--- src/rtl/writeback_stage_inner_if.sv ---
// Pipeline link between the memory stage (master) and the writeback stage (slave).
// Handshake: a transfer happens on a posedge when status_forwards_in[0] (valid) and
// status_backwards_out[0] (ready) are both 1; bit 1 of status_backwards_out flushes upstream.
interface writeback_stage_inner_if;
  logic [3:0]  status_forwards_in;
  logic [1:0]  status_backwards_out;
  logic [31:0] rd_data_in;
  logic [31:0] source_data_in;
  logic [64:0] instruction_in;
  logic [31:0] program_counter_in;
  logic [31:0] next_program_counter_in;

  modport master (
    output status_forwards_in,
    output rd_data_in,
    output source_data_in,
    output instruction_in,
    output program_counter_in,
    output next_program_counter_in,
    input  status_backwards_out
  );

  modport slave (
    input  status_forwards_in,
    input  rd_data_in,
    input  source_data_in,
    input  instruction_in,
    input  program_counter_in,
    input  next_program_counter_in,
    output status_backwards_out
  );
endinterface

--- src/rtl/writeback_stage_inner.sv ---
// Final pipeline stage: load alignment, register-file write, forwarding,
// precise trap sequencing (mepc/mcause + redirect) and cycle/instret counters.
module writeback_stage_inner #(
  parameter logic [31:0] TRAP_VECTOR   = 32'h0000_0100,
  parameter int          COUNTER_WIDTH = 64
) (
  input  logic                     clk,
  input  logic                     rst,
  writeback_stage_inner_if.slave   pipe,
  output logic                     rf_we,
  output logic [4:0]               rf_rd_addr,
  output logic [31:0]              rf_rd_data,
  output logic [37:0]              forwarding_out,
  output logic [31:0]              jump_address_backwards_out,
  output logic [31:0]              mepc_out,
  output logic [1:0]               mcause_out,
  output logic [COUNTER_WIDTH-1:0] cycle_count_out,
  output logic [COUNTER_WIDTH-1:0] instret_count_out,
  output logic                     state_dbg
);

  typedef enum logic {
    IDLE = 1'b0,
    TRAP = 1'b1
  } state_t;

  localparam logic [COUNTER_WIDTH-1:0] CNT_ONE = {{(COUNTER_WIDTH-1){1'b0}}, 1'b1};

  state_t state;
  state_t state_next;

  logic        in_valid;
  logic        in_exception;
  logic [1:0]  in_cause;
  logic [4:0]  in_rd;
  logic        in_writes_rd;
  logic        in_is_load;
  logic [2:0]  in_funct3;
  logic [1:0]  in_offset;
  logic        ready;
  logic        accept;
  logic        retire;
  logic        take_trap;
  logic [7:0]  load_byte;
  logic [15:0] load_half;
  logic [31:0] wb_data;

  // Fields outside the decoded subset and the trace-only next PC are not consumed here.
  logic unused_inputs;
  assign unused_inputs = ^{pipe.instruction_in[64:10], pipe.next_program_counter_in,
                           pipe.source_data_in[31:2]};

  assign in_valid     = pipe.status_forwards_in[0];
  assign in_exception = pipe.status_forwards_in[1];
  assign in_cause     = pipe.status_forwards_in[3:2];
  assign in_rd        = pipe.instruction_in[4:0];
  assign in_writes_rd = pipe.instruction_in[5];
  assign in_is_load   = pipe.instruction_in[6];
  assign in_funct3    = pipe.instruction_in[9:7];
  assign in_offset    = pipe.source_data_in[1:0];

  assign ready     = (state == IDLE);
  assign accept    = in_valid && ready;
  assign retire    = accept && !in_exception;
  assign take_trap = accept && in_exception;

  // Load data extraction; misaligned accesses never reach this point.
  assign load_byte = pipe.rd_data_in[{in_offset, 3'b000} +: 8];
  assign load_half = pipe.rd_data_in[{in_offset[1], 4'b0000} +: 16];

  always_comb begin
    wb_data = pipe.rd_data_in;
    if (in_is_load) begin
      case (in_funct3)
        3'b000:  wb_data = {{24{load_byte[7]}}, load_byte};
        3'b100:  wb_data = {24'h0, load_byte};
        3'b001:  wb_data = {{16{load_half[15]}}, load_half};
        3'b101:  wb_data = {16'h0, load_half};
        default: wb_data = pipe.rd_data_in;
      endcase
    end
  end

  always_ff @(posedge clk) begin
    if (rst) begin
      state <= IDLE;
    end else begin
      state <= state_next;
    end
  end

  always_comb begin
    state_next                 = state;
    jump_address_backwards_out = 32'h0;
    pipe.status_backwards_out  = 2'b01;
    case (state)
      IDLE: begin
        if (take_trap) begin
          state_next = TRAP;
        end
      end
      TRAP: begin
        // Single redirect cycle; anything upstream presents now is being flushed.
        state_next                 = IDLE;
        jump_address_backwards_out = TRAP_VECTOR;
        pipe.status_backwards_out  = 2'b10;
      end
      default: state_next = IDLE;
    endcase
  end

  always_ff @(posedge clk) begin
    if (rst) begin
      rf_we      <= 1'b0;
      rf_rd_addr <= 5'h0;
      rf_rd_data <= 32'h0;
    end else if (retire) begin
      rf_we      <= in_writes_rd && (in_rd != 5'h0);
      rf_rd_addr <= in_rd;
      rf_rd_data <= wb_data;
    end else begin
      rf_we <= 1'b0;
    end
  end

  always_ff @(posedge clk) begin
    if (rst) begin
      mepc_out   <= 32'h0;
      mcause_out <= 2'b00;
    end else if (take_trap) begin
      mepc_out   <= pipe.program_counter_in;
      mcause_out <= in_cause;
    end
  end

  // Counters wrap naturally at 2^COUNTER_WIDTH.
  always_ff @(posedge clk) begin
    if (rst) begin
      cycle_count_out   <= '0;
      instret_count_out <= '0;
    end else begin
      cycle_count_out <= cycle_count_out + CNT_ONE;
      if (retire) begin
        instret_count_out <= instret_count_out + CNT_ONE;
      end
    end
  end

  assign forwarding_out = {rf_we, rf_rd_addr, rf_rd_data};
  assign state_dbg      = state;

endmodule

--- src/flat_wrapper.sv ---
// flat-port wrapper written by rule: the top's interface ports become plain ports
module writeback_stage_inner_flat 
#(
  parameter logic [31:0] TRAP_VECTOR   = 32'h0000_0100,
  parameter int          COUNTER_WIDTH = 64
)
  (clk, rst, rf_we, rf_rd_addr, rf_rd_data, forwarding_out, jump_address_backwards_out, mepc_out, mcause_out, cycle_count_out, instret_count_out, state_dbg, pipe_status_forwards_in, pipe_rd_data_in, pipe_source_data_in, pipe_instruction_in, pipe_program_counter_in, pipe_next_program_counter_in, pipe_status_backwards_out);
  writeback_stage_inner_if pipe_i ();
  input  logic clk;
  input  logic rst;
  output logic rf_we;
  output logic [4:0] rf_rd_addr;
  output logic [31:0] rf_rd_data;
  output logic [37:0] forwarding_out;
  output logic [31:0] jump_address_backwards_out;
  output logic [31:0] mepc_out;
  output logic [1:0] mcause_out;
  output logic [COUNTER_WIDTH-1:0] cycle_count_out;
  output logic [COUNTER_WIDTH-1:0] instret_count_out;
  output logic state_dbg;
  input wire logic [$bits(pipe_i.status_forwards_in)-1:0] pipe_status_forwards_in;
  input wire logic [$bits(pipe_i.rd_data_in)-1:0] pipe_rd_data_in;
  input wire logic [$bits(pipe_i.source_data_in)-1:0] pipe_source_data_in;
  input wire logic [$bits(pipe_i.instruction_in)-1:0] pipe_instruction_in;
  input wire logic [$bits(pipe_i.program_counter_in)-1:0] pipe_program_counter_in;
  input wire logic [$bits(pipe_i.next_program_counter_in)-1:0] pipe_next_program_counter_in;
  output wire logic [$bits(pipe_i.status_backwards_out)-1:0] pipe_status_backwards_out;
  assign pipe_i.status_forwards_in = pipe_status_forwards_in;
  assign pipe_i.rd_data_in = pipe_rd_data_in;
  assign pipe_i.source_data_in = pipe_source_data_in;
  assign pipe_i.instruction_in = pipe_instruction_in;
  assign pipe_i.program_counter_in = pipe_program_counter_in;
  assign pipe_i.next_program_counter_in = pipe_next_program_counter_in;
  assign pipe_status_backwards_out = pipe_i.status_backwards_out;
  writeback_stage_inner #(.TRAP_VECTOR(TRAP_VECTOR), .COUNTER_WIDTH(COUNTER_WIDTH)) u_core (.clk(clk), .rst(rst), .pipe(pipe_i), .rf_we(rf_we), .rf_rd_addr(rf_rd_addr), .rf_rd_data(rf_rd_data), .forwarding_out(forwarding_out), .jump_address_backwards_out(jump_address_backwards_out), .mepc_out(mepc_out), .mcause_out(mcause_out), .cycle_count_out(cycle_count_out), .instret_count_out(instret_count_out), .state_dbg(state_dbg));
endmodule
--- config.mk ---
export PLATFORM = sky130hd
export DESIGN_NAME = writeback_stage_inner_flat
export DESIGN_NICKNAME = d
export VERILOG_FILES = /design/src/rtl/writeback_stage_inner_if.sv /design/src/rtl/writeback_stage_inner.sv /design/src/flat_wrapper.sv
export SDC_FILE = /design/constraint.sdc
export NUM_CORES = 1
export LEC_CHECK = 0
export BUFFER_PORTS_ARGS = -buffer_cell sky130_fd_sc_hd__buf_2
export CAP_MARGIN = 20
export CORE_AREA = 2 2 183 185
export DETAILED_ROUTE_END_ITERATION = 10
export DIE_AREA = 0 0 185 187
export SLEW_MARGIN = 20
export SYNTH_ARGS = -nofsm -noshare
export SYNTH_HDL_FRONTEND = slang
export SYNTH_SLANG_ARGS = --single-unit
--- constraint.sdc ---
create_clock -name clk -period 2.6 [get_ports clk]
set_input_delay 0.52 -clock clk [delete_from_list [all_inputs] [get_ports clk]]
set_output_delay 0.52 -clock clk [all_outputs]
set_load 0.005 [all_outputs]
==> flow_summary.ini, run 1 <==
[run_status]
outcome = completed

[route]
antenna_left = 0
wl_per_cell_microns = 16.4
wl_mm = 31.9
drt-pass1-iter-count = 5
drc = 0
initialDrtViolationCount = 494
viasPerCell = 4.93
dr_total_vias = 9603

[finish]
nets = 1683
seqCellArea_sq_mm = 0.00402
layout-drive-gt1-share = 0.288
area.growth.synth_to_final_pct = 28.0
antenna-diode-count = 0
multi_input_area_sq_mm = 0.00484
nFillCells = 3450

[worst_hold_path]
hold_path_depth = 2
hp-class = in -> reg
hold_end = u_core.rf_we$_SDFF_PP0_
holdCritStartpoint = pipe_instruction_in[5]

[clocking]
cts-htree-levels = 1
hold_buffers = 0
cts_sinks = 201
cts_root_buf = clkbuf_16
cts_setup_buffers = 0
cts_buffers = 25
cts_tree = done
path_clk_slew_ns = 0.06
clk_path_buf_depth = 3
insertion_delay_ns = 0.52
post_cts_resized = 0

[place]
post-dp-hpwl_mm = 23.8
place.gp.congestion = 0.881
port-buffer-count = 323

[pwr]
vdd_drop_max_v = 0.000497
leakage_nw = 5.13
p_per_area_mw_per_mm2 = 570

[floorplanning]
start_util = 0.290
die_area_sq_mm = 0.0346
die-height_microns = 187
core_area_sq_mm = 0.0329
die_w_microns = 185
io_pins = 472
num_rows = 67

[setup_path]
crit_path_top_delay_cell = dfxtp_1
required_ns = 3.05
r2r_end = u_core.instret_count_out[44]$_SDFFE_PP0N_
max_stage_delay_ns = 0.42
critPathMaxFanout = 11
r2r_slack_ns = 0.32
cp-end-kind = flop
timing.rr.start = u_core.instret_count_out[0]$_SDFFE_PP0N_
crit_path_cell_trace = ha_1 -> nand4bb_1 -> nor3_1 -> buf_4 -> nand4_1 -> or3_1 -> a21oi_1
arrival_ns = 2.73
rr_worst_depth = 7
startpoint_type = flop
path_class = reg -> reg

[sta]
hold_violations = 0
final-max-slew-violation-count = 0
fin_skew_ns = 0.0164
grt_setup_unrepaired = no
period_needed_ns = 2.28
fin_setup_tns_ns = 0
period_share = 0.876
timing.hold.ws_ns = 0.227
tightestPinTransition_ns = 0.770
setup_viol = 0
max_freq_mhz = 439
maxSlewHeadroom = 0.483

[grt]
grtUsageTotal = 0.177
gr-total-overflow = 0
grt_max_degree = 70
first_global_vias = 8965
grt_pass1_wl_mm = 49.4
antenna_found_initial = 0

[synthesis]
synth_seq_area_share = 0.422
synth_largest_area_cell = dfxtp_1
synth_top_area_share = 0.422
netlist_area_sq_mm = 0.00954
synthTopCellsByArea = dfxtp_1, nand2_1, buf_4
synth_cells = 1185
synth.distinct_cells = 55
synth-edff-count = 0
ys_warn_count = 0
synth_area_per_cell_sq_um = 8.05
ys.flop_type = dfxtp_1
ys_ff_latch = 201
synthArstFlopShare = 0

[run]
drv_cap = 0
[logic make-up after synthesis]
group | share of synthesized area
AOI/OAI and AO/OA | 0.138
xor gates and xnor gates | 0.0578
adders and majority gates | 0.00262
buffers and inverters | 0.0847
DFF | 0.422
muxes | 0.00787
other | 0.000393
and+or+nand+nor | 0.287
[flip-flops by register name, indices dropped and copies added (netlist names)]
| name | cells |
|---|---|
| u_core.mepc_out | 32 |
| u_core.rf_we | 1 |
| u_core.rf_rd_data | 32 |
| u_core.mcause_out | 2 |
| u_core.state_dbg | 1 |
| u_core.rf_rd_addr | 5 |
| u_core.instret_count_out | 64 |
| u_core.cycle_count_out | 64 |
[stage by stage]
stage | power, mW | cells | cell area (sq um) | utilization | setup WS [ns]
6_report | 6.96 | 1946 | 12200 | 0.372 | 0.323
5_1_grt | 7.27 | 1946 | 12200 | 0.372 | 0.109
4_1_cts | 7.08 | 1946 | 12200 | 0.372 | 0.296
3_5_place_dp | 3.79 | 1903 | 11500 | 0.349 | 0.0348
3_3_place_gp | 3.78 | 1903 | 11500 | 0.349 | 0.0483
2_1_floorplan | 3.57 | 1215 | 9650 | - | 0.334
[power breakdown]
part / total (mW) / switching, mW / internal [mW]
registers: 3.20 / 0.0547 / 3.15
logic: 0.516 / 0.311 / 0.204
clock network: 3.25 / 1.38 / 1.87
total: 6.96 / 1.75 / 5.22
[layout by cell type (no fill, tap or decap), types with 12 or more instances in the layout]
| cell type | instances |
|---|---|
| xor2_1 | 42 |
| inv_1 | 16 |
| conb_1 | 31 |
| nand3_1 | 47 |
| nand2_1 | 166 |
| or3_1 | 44 |
| xnor2_1 | 21 |
| and4_1 | 12 |
| nor2_1 | 115 |
| buf_4 | 41 |
| buf_2 | 322 |
| nor3_1 | 13 |
| nand4_1 | 51 |
| nor4_1 | 16 |
| clkbuf_16 | 25 |
| dfxtp_1 | 201 |
| and3_1 | 18 |
| a21oi_1 | 106 |
| o21ai_0 | 65 |
| nor2b_1 | 15 |
| a211oi_1 | 22 |
[per-layer routing]
| layer | wire length, microns | global-route usage |
|---|---|---|
| met1 | 13900 | 0.231 |
| met2 | 14100 | 0.279 |
| met3 | 3180 | 0.0592 |
| met4 | 712 | 0.0488 |
| met5 | 0 | 0 |
[critical path: cells and delay by family, from the launching register on]
family	cells	cell delay, ns
compound gates	1	0.14
buf+inv	1	0.25
fa+ha+maj	1	0.21
simple gates	4	1.18
flops	1	0.42
[layout make-up]
class / instances / area share
repair buffers: 366 / 0.161
inverters: 17 / 0.00522
flip-flops and latches: 201 / 0.329
well taps: 448 / 0.0459
clock buffers: 32 / 0.0567
multi-input cells: 871 / 0.396
clock inverters: 11 / 0.00533
[synthesized netlist by cell type, types with 4 or more instances]
| cell type | count |
|---|---|
| nor2b_1 | 15 |
| nor4_1 | 17 |
| nand2_1 | 166 |
| and3_1 | 18 |
| nand4_1 | 51 |
| xor2_1 | 42 |
| o21ai_0 | 65 |
| nand3_1 | 47 |
| inv_1 | 16 |
| or3_1 | 44 |
| or2_2 | 4 |
| a22oi_1 | 4 |
| nor3_1 | 14 |
| o22ai_1 | 5 |
| and2_1 | 6 |
| a211oi_1 | 22 |
| a21oi_1 | 106 |
| or4_1 | 9 |
| nor2_1 | 115 |
| dfxtp_1 | 201 |
| buf_4 | 72 |
| xnor2_1 | 21 |
| o31ai_1 | 9 |
| clkbuf_1 | 52 |
| and4_1 | 12 |
| o221ai_1 | 5 |
[worst max-delay path by stage]
stage	startpoint	end	slack, ns
finish	u_core.instret_count_out[0]$_SDFFE_PP0N_	u_core.instret_count_out[44]$_SDFFE_PP0N_	0.32
detailed placement	pipe_status_forwards_in[0]	u_core.instret_count_out[63]$_SDFFE_PP0N_	0.03
CTS	u_core.instret_count_out[0]$_SDFFE_PP0N_	u_core.instret_count_out[44]$_SDFFE_PP0N_	0.30
global placement	pipe_status_forwards_in[0]	u_core.instret_count_out[63]$_SDFFE_PP0N_	0.05
global route	u_core.instret_count_out[0]$_SDFFE_PP0N_	u_core.instret_count_out[44]$_SDFFE_PP0N_	0.11
floorplan	pipe_source_data_in[1]	u_core.rf_rd_data[21]$_SDFFE_PP0N_	0.33
(Power assumes the default switching activity.)
==> run 2: changes to the inputs <==
--- a/config.mk
+++ b/config.mk
@@ -10,6 +10,8 @@
 export CORE_AREA = 2 2 183 185
 export DETAILED_ROUTE_END_ITERATION = 10
 export DIE_AREA = 0 0 185 187
+export GPL_TIMING_DRIVEN = 1
+export RECOVER_POWER = 25
 export SLEW_MARGIN = 20
 export SYNTH_ARGS = -nofsm -noshare
 export SYNTH_HDL_FRONTEND = slang
==> run 2 against run 1 <==
Net effect: first-iteration DRC count increased by 5.3%; global-route usage is the same; clock power hardly changed; sequential share of layout area rose by 0.30 points; utilization is 0.34 points lower; cell count stayed put; routed wire length decreased by 0.22%; hold slack is essentially flat.
==> flow_summary.ini, run 2 (synthesis results as in run 1) <==
[finish]
layout-drive-gt1-share = 0.249
reg.largest.list = u_core.cycle_count_out x64, u_core.instret_count_out x64
fin_area_sq_mm = 0.0121
mostFrequentLayoutCells = buf_2, dfxtp_1, nand2_1
layout_commonest_cell = buf_2
nFillCells = 3486
nets = 1683
area.growth.synth_to_final_pct = 26.8
antenna-diode-count = 0

[route]
dr_total_vias = 9573
antenna_left = 0
wl_per_cell_microns = 16.3
initialDrtViolationCount = 520
wl_mm = 31.8
drc = 0
viasPerCell = 4.92
drt-pass1-iter-count = 5

[grt]
grtUsageTotal = 0.177
first_global_vias = 8965
antenna_found_initial = 0
grt_max_degree = 70
gr-total-overflow = 0
grt_pass1_wl_mm = 49.4

[place]
post-dp-hpwl_mm = 23.8
placed_area_sq_mm = 0.0115
place.gp.congestion = 0.881
port-buffer-count = 323

[worst_hold_path]
hp-class = in -> reg
hold_path_depth = 2
hold_end = u_core.rf_we$_SDFF_PP0_
holdCritStartpoint = pipe_instruction_in[5]

[clocking]
path_clk_slew_ns = 0.06
hold_buffers = 0
cts_tree = done
cts_buffers = 25
cts-htree-levels = 1
insertion_delay_ns = 0.52
cts_root_buf = clkbuf_16
cts_sinks = 201
post_cts_resized = 0
cts_setup_buffers = 0
clk_path_buf_depth = 3

[sta]
tightestPinTransition_ns = 1.44
fin_skew_ns = 0.0177
period_needed_ns = 2.36
final-max-slew-violation-count = 0
period_share = 0.908
fin_setup_tns_ns = 0
timing.hold.ws_ns = 0.227
max_freq_mhz = 424
hold_violations = 0
setup_viol = 0
maxSlewHeadroom = 0.0413
grt_setup_unrepaired = no

[setup_path]
critPathBufInv = 2
rr_worst_depth = 7
crit_path_top_delay_cell = clkbuf_2
r2r_slack_ns = 0.30
required_ns = 3.01
startpoint_type = primary input
crit_path_cell_trace = clkbuf_2 -> clkbuf_4 -> o21ba_2
timing.rr.start = u_core.instret_count_out[0]$_SDFFE_PP0N_
r2r_end = u_core.instret_count_out[44]$_SDFFE_PP0N_
cp-end-kind = flop
critPathMaxFanout = 69
path_class = in -> reg
crit_family = buffers and inverters
max_stage_delay_ns = 1.03
arrival_ns = 2.77

[pwr]
p_per_area_mw_per_mm2 = 574
leakage_nw = 4.88
vdd_drop_max_v = 0.000497

[floorplanning]
die-height_microns = 187
start_util = 0.290
die_area_sq_mm = 0.0346
io_pins = 472
num_rows = 67
core_area_sq_mm = 0.0329
die_w_microns = 185

[run]
drv_cap = 0

[run_status]
outcome = completed
run 2: cell types whose count changed in the layout (fill, tap and decap cells not counted):
cell	previous run	this run
clkbuf_1	3	60
buf_2	322	266
buf_12	2	0
buf_4	41	39
clkbuf_2	0	2
buf_1	0	1
buf_6	1	0
clkbuf_4	0	1
run 2: worst max-delay path by stage:
stage | to | slack (ns) | depth (start not counted) | startpoint
3_5_place_dp | u_core.instret_count_out[63]$_SDFFE_PP0N_ | 0.03 | 7 | pipe_status_forwards_in[0]
2_1_floorplan | u_core.rf_rd_data[21]$_SDFFE_PP0N_ | 0.33 | 5 | pipe_source_data_in[1]
6_report | u_core.cycle_count_out[46]$_SDFF_PP0_ | 0.24 | 3 | rst
4_1_cts | u_core.instret_count_out[44]$_SDFFE_PP0N_ | 0.30 | 7 | u_core.instret_count_out[0]$_SDFFE_PP0N_
5_1_grt | u_core.instret_count_out[44]$_SDFFE_PP0N_ | 0.08 | 7 | u_core.instret_count_out[0]$_SDFFE_PP0N_
3_3_place_gp | u_core.instret_count_out[63]$_SDFFE_PP0N_ | 0.05 | 7 | pipe_status_forwards_in[0]
run 2: power breakdown:
group / switching [mW] / leakage, nW / total (mW) / internal, mW
Combinational: 0.309 / 2.88 / 0.498 / 0.189
Sequential: 0.0560 / 1.63 / 3.20 / 3.15
Clock: 1.38 / 0.368 / 3.24 / 1.87
Total: 1.74 / 4.88 / 6.95 / 5.20
run 2: final cells by class:
class / count / area (sq um) / area share
Clock inverter: 11 / 65.1 / 0.00538
Inverter: 17 / 63.8 / 0.00527
Tap cell: 448 / 561 / 0.0463
Sequential cell: 201 / 4020 / 0.333
Clock buffer: 32 / 692 / 0.0572
Timing Repair Buffer: 366 / 1860 / 0.154
Multi-Input combinational cell: 871 / 4840 / 0.400
run 2: metal layers:
metal	up-vias	GRT usage	wire length (microns)
met2	328	0.279	14200
met5	-	0	0
met1	4521	0.231	13900
met3	48	0.0592	3070
met4	0	0.0488	697
li1	4676	-	-
run 2: through the flow:
stage	std cells	total power [mW]	util	worst slack (ns)
final	1946	6.95	0.368	0.239
after global routing	1946	7.25	0.368	0.0815
after CTS	1946	7.08	0.372	0.296
after detailed placement	1903	3.79	0.349	0.0348
after global placement	1903	3.78	0.349	0.0483
after floorplan	1215	3.57	-	0.334
==> run 3: changes to the inputs <==
--- a/config.mk
+++ b/config.mk
@@ -5,11 +5,12 @@
 export SDC_FILE = /design/constraint.sdc
 export NUM_CORES = 1
 export LEC_CHECK = 0
+export ABC_AREA = 1
 export BUFFER_PORTS_ARGS = -buffer_cell sky130_fd_sc_hd__buf_2
 export CAP_MARGIN = 20
-export CORE_AREA = 2 2 183 185
+export CORE_AREA = 2 2 182 184
 export DETAILED_ROUTE_END_ITERATION = 10
-export DIE_AREA = 0 0 185 187
+export DIE_AREA = 0 0 184 186
 export GPL_TIMING_DRIVEN = 1
 export RECOVER_POWER = 25
 export SLEW_MARGIN = 20
==> run 3 against run 2 <==
Net effect: die area decreased by 1.1%; routed wire length rose by 28%; critical path type is now reg -> reg; power up 8.0%; critical endpoint is now u_core.instret_count_out[47]$_SDFFE_PP0N_; first-iteration DRC count up 29%; largest cell class unchanged; clock-buffer cell count up 1; synthesized cell count increased by 46%; register-to-register slack better by 0.18 ns; flip-flop and latch count unchanged.
==> flow_summary.ini, run 3 <==
[synthesis]
synth_top_area_share = 0.355
synth.distinct_cells = 44
synth_seq_area_share = 0.355
synthSimpleGateAreaFrac = 0.354
synth_top_family_by_area = simple AND/OR/NAND/NOR gates
synthXorXnorAreaFrac = 0.0170
synth_most_common_cell = nand2_1
synthTopCellsByCount = nand2_1, nor2_1, dfxtp_1, inv_1, a21oi_1
synth_compound_area_frac = 0.141
synth-edff-count = 0
synth_area_per_cell_sq_um = 6.54
synth_mux_area_frac = 0
ys_ff_latch = 201
synth_fa_ha_area_frac = 0.00221
synth_largest_area_cell = dfxtp_1
synth_cells = 1731
ys.flop_type = dfxtp_1
synthTopCellsByArea = dfxtp_1, nand2_1, nor2_1
netlist_area_sq_mm = 0.0113
ys_warn_count = 0
synthArstFlopShare = 0

[place]
placed_cells = 2387
port-buffer-count = 323
post-dp-hpwl_mm = 32.1
place.gp.congestion = 0.927

[grt]
grtUsageTotal = 0.234
grt_max_degree = 81
first_global_vias = 11200
gr-total-overflow = 0
grt_pass1_wl_mm = 62.4
antenna_found_initial = 5

[route]
wl_mm = 40.9
initialDrtViolationCount = 671
dr_total_vias = 11900
viasPerCell = 4.91
antenna_left = 0
wl_per_cell_microns = 16.8
drc = 0
drt-pass1-iter-count = 5

[finish]
nets = 2207
nFillCells = 3443
reg.largest.list = u_core.cycle_count_out x64, u_core.instret_count_out x64
final_cells = 2432
area.growth.synth_to_final_pct = 21.0
layout_commonest_cell = nand2_1
layout-drive-gt1-share = 0.202
mostFrequentLayoutCells = nand2_1, nor2_1, buf_2
antenna-diode-count = 0

[sta]
final-max-slew-violation-count = 0
max_freq_mhz = 472
period_needed_ns = 2.12
fin_setup_tns_ns = 0
setup_viol = 0
period_share = 0.814
maxSlewHeadroom = 0.568
tightestPinTransition_ns = 0.649
fin_skew_ns = 0.0220
grt_setup_unrepaired = no
hold_violations = 0

[pwr]
p_int_mw = 5.64
switching_share = 0.248
power_frac_clock = 0.495
share_seq_of_total_power = 0.430
power_mw = 7.50
vdd_drop_max_v = 0.000407
leakage_nw = 5.52
share_comb_of_total_power = 0.075
p_switching_mw = 1.86
p_per_area_mw_per_mm2 = 547

[worst_hold_path]
hold_path_depth = 3
hp-class = in -> reg

[setup_path]
startpoint_type = flop
cp.depth = 8
crit_path_cell_trace = inv_1 -> nand3b_4 -> nor2_1 -> nand2_2 -> nor2_4 -> nand3_1 -> o21ai_0 -> nor2_1
arrival_ns = 2.55
crit_top_cell = nor2_1
max_stage_delay_ns = 0.43
critPathBufInv = 1
crit_path_top_delay_cell = dfxtp_1
cp-end-kind = flop
rr_worst_depth = 8
required_ns = 3.03
path_class = reg -> reg
critPathMaxFanout = 13
crit_family = simple AND/OR/NAND/NOR gates

[floorplanning]
die_area_sq_mm = 0.0342
num_rows = 66
core_area_sq_mm = 0.0322
start_util = 0.352
die_w_microns = 184
die-height_microns = 186
io_pins = 472

[clocking]
cts_sinks = 201
hold_buffers = 0
cts-htree-levels = 1
post_cts_resized = 0
cts_tree = done
cts_root_buf = clkbuf_16
clk_path_buf_depth = 3
cts_buffers = 25
path_clk_slew_ns = 0.06
cts_setup_buffers = 0
insertion_delay_ns = 0.54

[run]
drv_cap = 0

[run_status]
outcome = completed
## run 3: tightest hold or removal path, stage by stage
cell     delay (ns)
buf_2          0.09
nand3_1        0.07
a21oi_1        0.04
## run 3: path summary, 6_finish.rpt
kind	endpoint	start	slack (ns)
worst max-delay path	u_core.instret_count_out[47]$_SDFFE_PP0N_	u_core.state_dbg$_SDFF_PP0_	0.48
worst min-delay path	u_core.rf_we$_SDFF_PP0_	pipe_instruction_in[5]	0.24
worst max register to register	u_core.instret_count_out[47]$_SDFFE_PP0N_	u_core.state_dbg$_SDFF_PP0_	0.48
worst min register to register	u_core.mepc_out[11]$_SDFFE_PP0P_	u_core.mepc_out[11]$_SDFFE_PP0P_	0.44
## run 3: power groups by stage
stage,Clock [mW],Sequential [mW],Combinational (mW)
global placement,0,3.29,0.574
CTS,3.80,3.23,0.578
global route,3.91,3.23,0.625
floorplan,0,3.28,0.350
finish,3.71,3.23,0.560
detailed placement,0,3.29,0.576
## run 3: cell families (layout without fill, tap and decap cells)
| group | count (synthesis) | count (layout) |
|---|---|---|
| AOI/OAI and AO/OA | 303 | 303 |
| xor gates and xnor gates | 22 | 22 |
| DFF | 201 | 201 |
| other | 1 | 31 |
| adders and majority gates | 2 | 2 |
| buffers and inverters | 313 | 576 |
| and+or+nand+nor | 889 | 889 |
## run 3: layout make-up
type                            count  area, sq um  share of cell area
Clock buffer                       33          696              0.0507
Clock inverter                     12          166              0.0121
Inverter                          196          739              0.0539
Multi-Input combinational cell   1247         5900               0.430
Sequential cell                   201         4020               0.294
Tap cell                          408          510              0.0372
Timing Repair Buffer              335         1670               0.122
## run 3: metal layers
layer / global-route usage / vias up / share of wire
met5: 0 / - / 0.00037
met4: 0.0653 / 2 / 0.028
met3: 0.0507 / 65 / 0.075
met2: 0.412 / 443 / 0.47
met1: 0.286 / 5471 / 0.42
li1: - / 5968 / -
## run 3: per-stage QoR
stage / setup slack [ns] / utilization / hold WS, ns / area, sq um
6_report: 0.483 / 0.426 / 0.236 / 13700
5_1_grt: 0.309 / 0.426 / 0.226 / 13700
4_1_cts: 0.608 / 0.429 / 0.206 / 13800
3_5_place_dp: 0.506 / 0.403 / 0.432 / 13000
3_3_place_gp: 0.489 / 0.403 / 0.428 / 13000
2_1_floorplan: 1.01 / - / 0.440 / 11400
